[src/rtl/digital_time_counter.sv]
// 24-hour BCD time-of-day counter with RUN / set-hours / set-minutes modes.
// Seconds advance on rising edges of clk_1hz; the buttons act only on their rising edges.
module digital_time_counter #(
  parameter int RST_HOUR = 0,
  parameter int RST_MIN  = 0
) (
  input  logic       clk,
  input  logic       rst_n,
  input  logic       clk_1hz,
  input  logic       mode_btn,
  input  logic       inc_btn,
  output logic [3:0] hr_t,
  output logic [3:0] hr_o,
  output logic [3:0] min_t,
  output logic [3:0] min_o,
  output logic [3:0] sec_t,
  output logic [3:0] sec_o,
  output logic [1:0] set_mode,
  output logic       sec_pulse
);

  typedef enum logic [1:0] {
    RUN     = 2'b00,
    SET_HR  = 2'b01,
    SET_MIN = 2'b10
  } mode_t;

  localparam logic [3:0] RST_HR_T  = 4'(RST_HOUR / 10);
  localparam logic [3:0] RST_HR_O  = 4'(RST_HOUR % 10);
  localparam logic [3:0] RST_MIN_T = 4'(RST_MIN / 10);
  localparam logic [3:0] RST_MIN_O = 4'(RST_MIN % 10);

  mode_t      state, next_state;
  logic       clk_1hz_q, mode_q, inc_q;
  logic       tick, mode_edge, inc_edge;
  logic       min_step, hr_step, min_wrap;
  logic [3:0] next_hr_t, next_hr_o, next_min_t, next_min_o, next_sec_t, next_sec_o;
  logic       next_sec_pulse;

  assign tick      = clk_1hz & ~clk_1hz_q;
  assign mode_edge = mode_btn & ~mode_q;
  assign inc_edge  = inc_btn & ~inc_q;
  assign set_mode  = state;

  always_comb begin
    next_state     = state;
    next_hr_t      = hr_t;
    next_hr_o      = hr_o;
    next_min_t     = min_t;
    next_min_o     = min_o;
    next_sec_t     = sec_t;
    next_sec_o     = sec_o;
    next_sec_pulse = 1'b0;
    min_step       = 1'b0;
    hr_step        = 1'b0;
    min_wrap       = 1'b0;

    // A mode edge always wins: it suppresses any tick or inc seen in the same cycle.
    case (state)
      RUN: begin
        if (mode_edge) begin
          next_state = SET_HR;
          next_sec_t = 4'd0;
          next_sec_o = 4'd0;
        end else if (tick) begin
          next_sec_pulse = 1'b1;
          if (sec_o == 4'd9) begin
            next_sec_o = 4'd0;
            if (sec_t == 4'd5) begin
              next_sec_t = 4'd0;
              min_step   = 1'b1;
            end else begin
              next_sec_t = sec_t + 4'd1;
            end
          end else begin
            next_sec_o = sec_o + 4'd1;
          end
        end
      end
      SET_HR: begin
        if (mode_edge) next_state = SET_MIN;
        else if (inc_edge) hr_step = 1'b1;
      end
      SET_MIN: begin
        if (mode_edge) next_state = RUN;
        else if (inc_edge) min_step = 1'b1;
      end
      default: next_state = RUN;
    endcase

    if (min_step) begin
      if (min_o == 4'd9) begin
        next_min_o = 4'd0;
        if (min_t == 4'd5) begin
          next_min_t = 4'd0;
          min_wrap   = 1'b1;
        end else begin
          next_min_t = min_t + 4'd1;
        end
      end else begin
        next_min_o = min_o + 4'd1;
      end
    end

    // Minute wrap only carries into hours while the clock is running.
    if (hr_step || (min_wrap && state == RUN)) begin
      if (hr_t == 4'd2 && hr_o == 4'd3) begin
        next_hr_t = 4'd0;
        next_hr_o = 4'd0;
      end else if (hr_o == 4'd9) begin
        next_hr_t = hr_t + 4'd1;
        next_hr_o = 4'd0;
      end else begin
        next_hr_o = hr_o + 4'd1;
      end
    end
  end

  always_ff @(posedge clk) begin
    if (!rst_n) begin
      state     <= RUN;
      clk_1hz_q <= 1'b0;
      mode_q    <= 1'b0;
      inc_q     <= 1'b0;
      hr_t      <= RST_HR_T;
      hr_o      <= RST_HR_O;
      min_t     <= RST_MIN_T;
      min_o     <= RST_MIN_O;
      sec_t     <= 4'd0;
      sec_o     <= 4'd0;
      sec_pulse <= 1'b0;
    end else begin
      state     <= next_state;
      clk_1hz_q <= clk_1hz;
      mode_q    <= mode_btn;
      inc_q     <= inc_btn;
      hr_t      <= next_hr_t;
      hr_o      <= next_hr_o;
      min_t     <= next_min_t;
      min_o     <= next_min_o;
      sec_t     <= next_sec_t;
      sec_o     <= next_sec_o;
      sec_pulse <= next_sec_pulse;
    end
  end

endmodule
[config.mk]
export PLATFORM = sky130hd
export DESIGN_NAME = digital_time_counter
export DESIGN_NICKNAME = d
export VERILOG_FILES = /design/src/rtl/digital_time_counter.sv
export SDC_FILE = /design/constraint.sdc
export NUM_CORES = 1
export LEC_CHECK = 0
export ABC_AREA = 1
export CAP_MARGIN = 20
export CORE_MARGIN = 2
export CORE_UTILIZATION = 50
export CTS_BUF_LIST = sky130_fd_sc_hd__clkbuf_8
export CTS_CLUSTER_DIAMETER = 60
export DETAILED_ROUTE_END_ITERATION = 10
export PLACE_DENSITY_LB_ADDON = 0.3
export RECOVER_POWER = 100
export SKIP_LAST_GASP = 1
export SLEW_MARGIN = 20
export SYNTH_ARGS = -nofsm -noshare
export SYNTH_HDL_FRONTEND = slang
export SYNTH_SLANG_ARGS = --single-unit
export TNS_END_PERCENT = 30
[constraint.sdc]
create_clock -name clk -period 1.9 [get_ports clk]
set_input_delay 0.19 -clock clk [delete_from_list [all_inputs] [get_ports clk]]
set_output_delay 0.19 -clock clk [all_outputs]
set_load 0.005 [all_outputs]
* Word level (Yosys, flattened, before mapping) *
Cells that the tools add are included.

operators by class
  $add $sub $neg = 6
  multipliers = 0
  divide/modulo/power cells = 0
  order comparisons = 0
  equality and inequality tests = 12
  shifts and indexed selects = 0
  muxes and demuxes = 29
  bitwise gates (word level) = 8
  reduce and logical (&&, ||, !) cells = 13

operators by type and width
  cell                                                 count
  2-to-1 mux 4 bit                                     13
  adder 4 x 1 -> 4 bit, second input constant          6
  equality test 4 bit, second input constant           3
  2-to-1 mux 1 bit                                     11
  equality test 4 x 2 -> 1 bit, second input constant  2
  equality test 4 x 3 -> 1 bit, second input constant  2
  2-to-1 mux 2 bit                                     3
  != test 2 bit, second input constant                 3
  case mux 2 bit (3 select lines)                      1
  AND reduction 2 bit                                  3
  AND reduction 3 bit                                  2
  nonzero test 2 bit                                   3
  inverter 1 bit                                       5
  AND 1 bit                                            3
  OR reduction 3 bit                                   1
  equality test 2 x 1 -> 1 bit, second input constant  1
  equality test 2 bit, second input constant           1
  logical AND 1 bit                                    2
  zero test 2 bit                                      1
  case mux 1 bit (2 select lines)                      1
  logical OR 1 bit                                     1

storage, ports and cells
  flip-flop bits (word level) = 30
  latch bits = 0
  RAM bits = 0
  bits in read-only memories = 0
  input bits = 5
  output and inout bits = 27
  memories = 0

* Longest topological paths before layout *
  depth after elaboration = 10
  depth in mapped cells = 12
  mapped depth without buffers = 12

* Worst setup path before layout *
Ideal clock, no wire load.

  path type = reg-to-reg
  from = register sec_t[0]
  to = register hr_t[2]
  arrival time = 1.362 ns
  required time = 1.785 ns
  slack = 0.423 ns
  stages on the path, launching flop included = 12
  buffers on the path = 1
  clock period less this slack = 1.477 ns
  cell sequence = dfxtp_1 -> ha_1 -> nand2_1 -> nor2_1 -> nand3_2 -> nand2_4 -> nand3_4 -> nand2_4 -> buf_8 -> nand3_1 -> nand2_1 -> nor2_1

on the way
  cells in the longest elaborated chain, start to end = 10

RTL lines
  item                             line  source
  from (decl)                      16    output logic [3:0] sec_t,
  from (signal assigned)           141   sec_t <= next_sec_t;
  equality test 4 x 3 -> 1 bit     69    if (sec_t == 4'd5) begin
  2-to-1 mux 1 bit                 69
  2-to-1 mux 1 bit                 67    if (sec_o == 4'd9) begin
  2-to-1 mux 1 bit                 65    end else if (tick) begin
  2-to-1 mux 1 bit                 61    if (mode_edge) begin
  case mux 1 bit (2 select lines)  59    case (state)
  2-to-1 mux 1 bit                 91    if (min_step) begin
  logical AND 1 bit                106   if (hr_step || (min_wrap && state == RUN)) begin
  logical OR 1 bit                 106
  AND reduction 2 bit (no line)    -
  to (signal assigned)             137   hr_t <= next_hr_t;
  to (decl)                        12    output logic [3:0] hr_t,

Every way passes these cells.
A chain may end at the register's enable or synchronous reset.

* Worst setup path in the final report *
  from = register state[0] (netlist: set_mode[0])
  to = register sec_t[2]

on the way
  cells in the longest elaborated chain, start to end = 2

RTL lines
  item                           line  source
  from (decl)                    33    mode_t state, next_state;
  from (signal assigned)         133   state <= next_state;
  zero test 2 bit                59
  AND reduction 3 bit (no line)  -

Every way passes these cells.

==> impl_metrics.yaml <==
die:
  dieHeight_microns: 60.02
  initial_utilization_pct: 51.82
  core_sq_um: 3028
  ios: 32
  dieArea_sq_um: 3602
  rows: 20
  die_w_microns: 60.02
worst_setup_path:
  crit_arrival_ps: 1810
  crit_fanout: 6
  start_kind: "register"
  required_ps: 2070
  criticalPathCategory: "reg2reg"
  endpoint_kind: "register"
final_layout:
  final_cell_mix: "nand2_1, inv_1, dfxtp_1"
  areaGrowthSynthToFinish_pct: 27.99
  fillers: 281
  final_common_cell: "nand2_1"
  post_route_cells_drive_above_1_share_pct: 10.16
  n_antenna_cell: 0
  layout.nets: 266
  fin_area_sq_um: 2008
  utilization_pct: 66.32
synth:
  synthArstFlopShare_pct: 0
  synth_seq_cells: 30
  netlist_instances: 215
  synth_edf_count: 0
  syn-cell-area_sq_um: 1569
  synth_nets: 226
  synth_area_per_cell_sq_um: 7.298
  ys_warn_count: 0
  yosys_most_used_dff: "dfxtp_1"
  ys_types: 29
  ys_seq_area_share_pct: 38.28
global_routing:
  gr-usage-all-layers_pct: 19.18
  antenna_found_initial: 0
  grt_max_degree: 14
  grt_pass1_vias: 1228
  grt_pass1_wl_microns: 5140
  gr-total-overflow: 0
drt:
  vias: 1436
  via_per_inst: 4.787
  remaining_drc_errors: 0
  post_drt_wl_per_cell_microns: 9.937
  final_antenna_net_count: 0
  dr.pass1.iters: 4
  drt_iter0_markers: 74
  drt-total-wl_microns: 2981
clock_network:
  path_clk_slew_ps: 60
  clock_latency_ps: 280
  h-tree-depth: 2
  cts_buffer_depth: 2
  hold_buffers: 0
  cts_tree: "done"
  tritoncts.num_buffers: 5
  cts.root.buffer_cell: "clkbuf_8"
  clock-sinks: 30
timing:
  rsz0062_at_grt: "no"
  tns_ps: 0
  hold_viol_final: 0
  fin_worst_hold_slack_ps: 460.6
  drv_slew: 0
  period_needed_ps: 1640
  clock_skew_ps: 3.332
  worst_slew_pin_slew_ps: 357.2
  finalSetupViolCount: 0
  finalCritPeriodShare_pct: 86.32
  clock.fmax_mhz: 609.7
  slew_headroom_pct: 76.19
power_and_ir_drop:
  p_per_area_nw_per_um2: 641.9
  ir_worst_vdd_v: 0.0003877
  leakage_nw: 0.9533
placement:
  place.gp.congestion: 0.7939
  dp_hpwl_microns: 2259
  port_buffers: 31
  placedInstanceArea_sq_um: 1949
flow_run:
  maxCapViolCount: 0
outcome:
  outcome: "completed"
min_path:
  min_path_type: "in2reg"
## registers in the layout, indices dropped and copies added, names as in the netlist
| register | flops |
|---|---|
| set_mode | 2 |
| inc_q | 1 |
| hr_t | 4 |
| clk_1hz_q | 1 |
| mode_q | 1 |
| min_o | 4 |
| hr_o | 4 |
| sec_pulse | 1 |
| min_t | 4 |
| sec_o | 4 |
| sec_t | 4 |
## layout make-up
type	instances	area [sq um]	share of cell area, %
Clock buffer	6	82.58	4.112
Clock inverter	2	8.758	0.4361
Inverter	36	135.1	6.729
Multi-Input combinational cell	146	792.0	39.44
Sequential cell	30	601.8	29.97
Tap cell	44	55.05	2.741
Timing Repair Buffer	36	332.8	16.57
## synth_stat cells (5+ instances only)
cell	n	area share [%]
nand2_1	42	10
inv_1	33	7.9
dfxtp_1	30	38
nor2_1	24	5.7
nand3_1	12	3.8
a21oi_1	11	3.5
o21ai_0	8	2.6
ha_1	6	4.8
nor3_1	6	1.9
xor2_1	5	2.8
## routing by layer
metal  GRT usage (%)  vias to the layer above  wire [microns]
li1                -                      763               -
met1           25.20                      642            1442
met2           29.35                       26            1353
met3           5.844                        5             136
met4           7.619                        0              48
met5               0                        -               0
## cells by family after synthesis
| kind of cell | synth area share, % |
|---|---|
| compound gates | 11.72 |
| xor+xnor | 2.791 |
| fa+ha+maj | 4.785 |
| buf+inv | 10.05 |
| flops | 38.28 |
| simple gates | 32.38 |
## path summary, 6_finish.rpt
kind                             endpoint  slack (ps)  cells after the start        start
worst max-delay path             sec_t[2]         260                      7  set_mode[0]
worst max register to register   sec_t[2]         260                      7  set_mode[0]
worst min-delay path            clk_1hz_q         460                      3      clk_1hz
worst min register to register   sec_o[2]         500                      2     sec_o[2]
## report_power, final
| group | switching, mW | leakage (nW) | internal [mW] | total (mW) |
|---|---|---|---|---|
| Clock | 0.232 | 0.0524 | 0.286 | 0.518 |
| Sequential | 0.0147 | 0.244 | 0.644 | 0.659 |
| Combinational | 0.0630 | 0.657 | 0.0487 | 0.112 |
## critical path, cell delays in order, from the launching register on
cell	delay, ps
dfxtp_1	350
nor2_1	150
inv_1	90
a21oi_1	260
nand2_1	210
o21ai_0	190
clkbuf_1	200
nor2_1	70
## through the flow
step / total power [mW] / std cells / worst slack, ps
after floorplan: 0.7423 / 215 / 422.9
after global placement: 0.7939 / 292 / 108.8
after detailed placement: 0.7958 / 292 / 58.67
after CTS: 1.311 / 300 / 196.7
after global routing: 1.346 / 300 / 51.83
final: 1.289 / 300 / 259.9
## what timing repair did
action                     4_1_cts  5_1_grt
setup buffers                    0        0
setup endpoints to repair        0        1
resized for setup                0        1
Note: power is estimated with default switching activity, not from simulation.
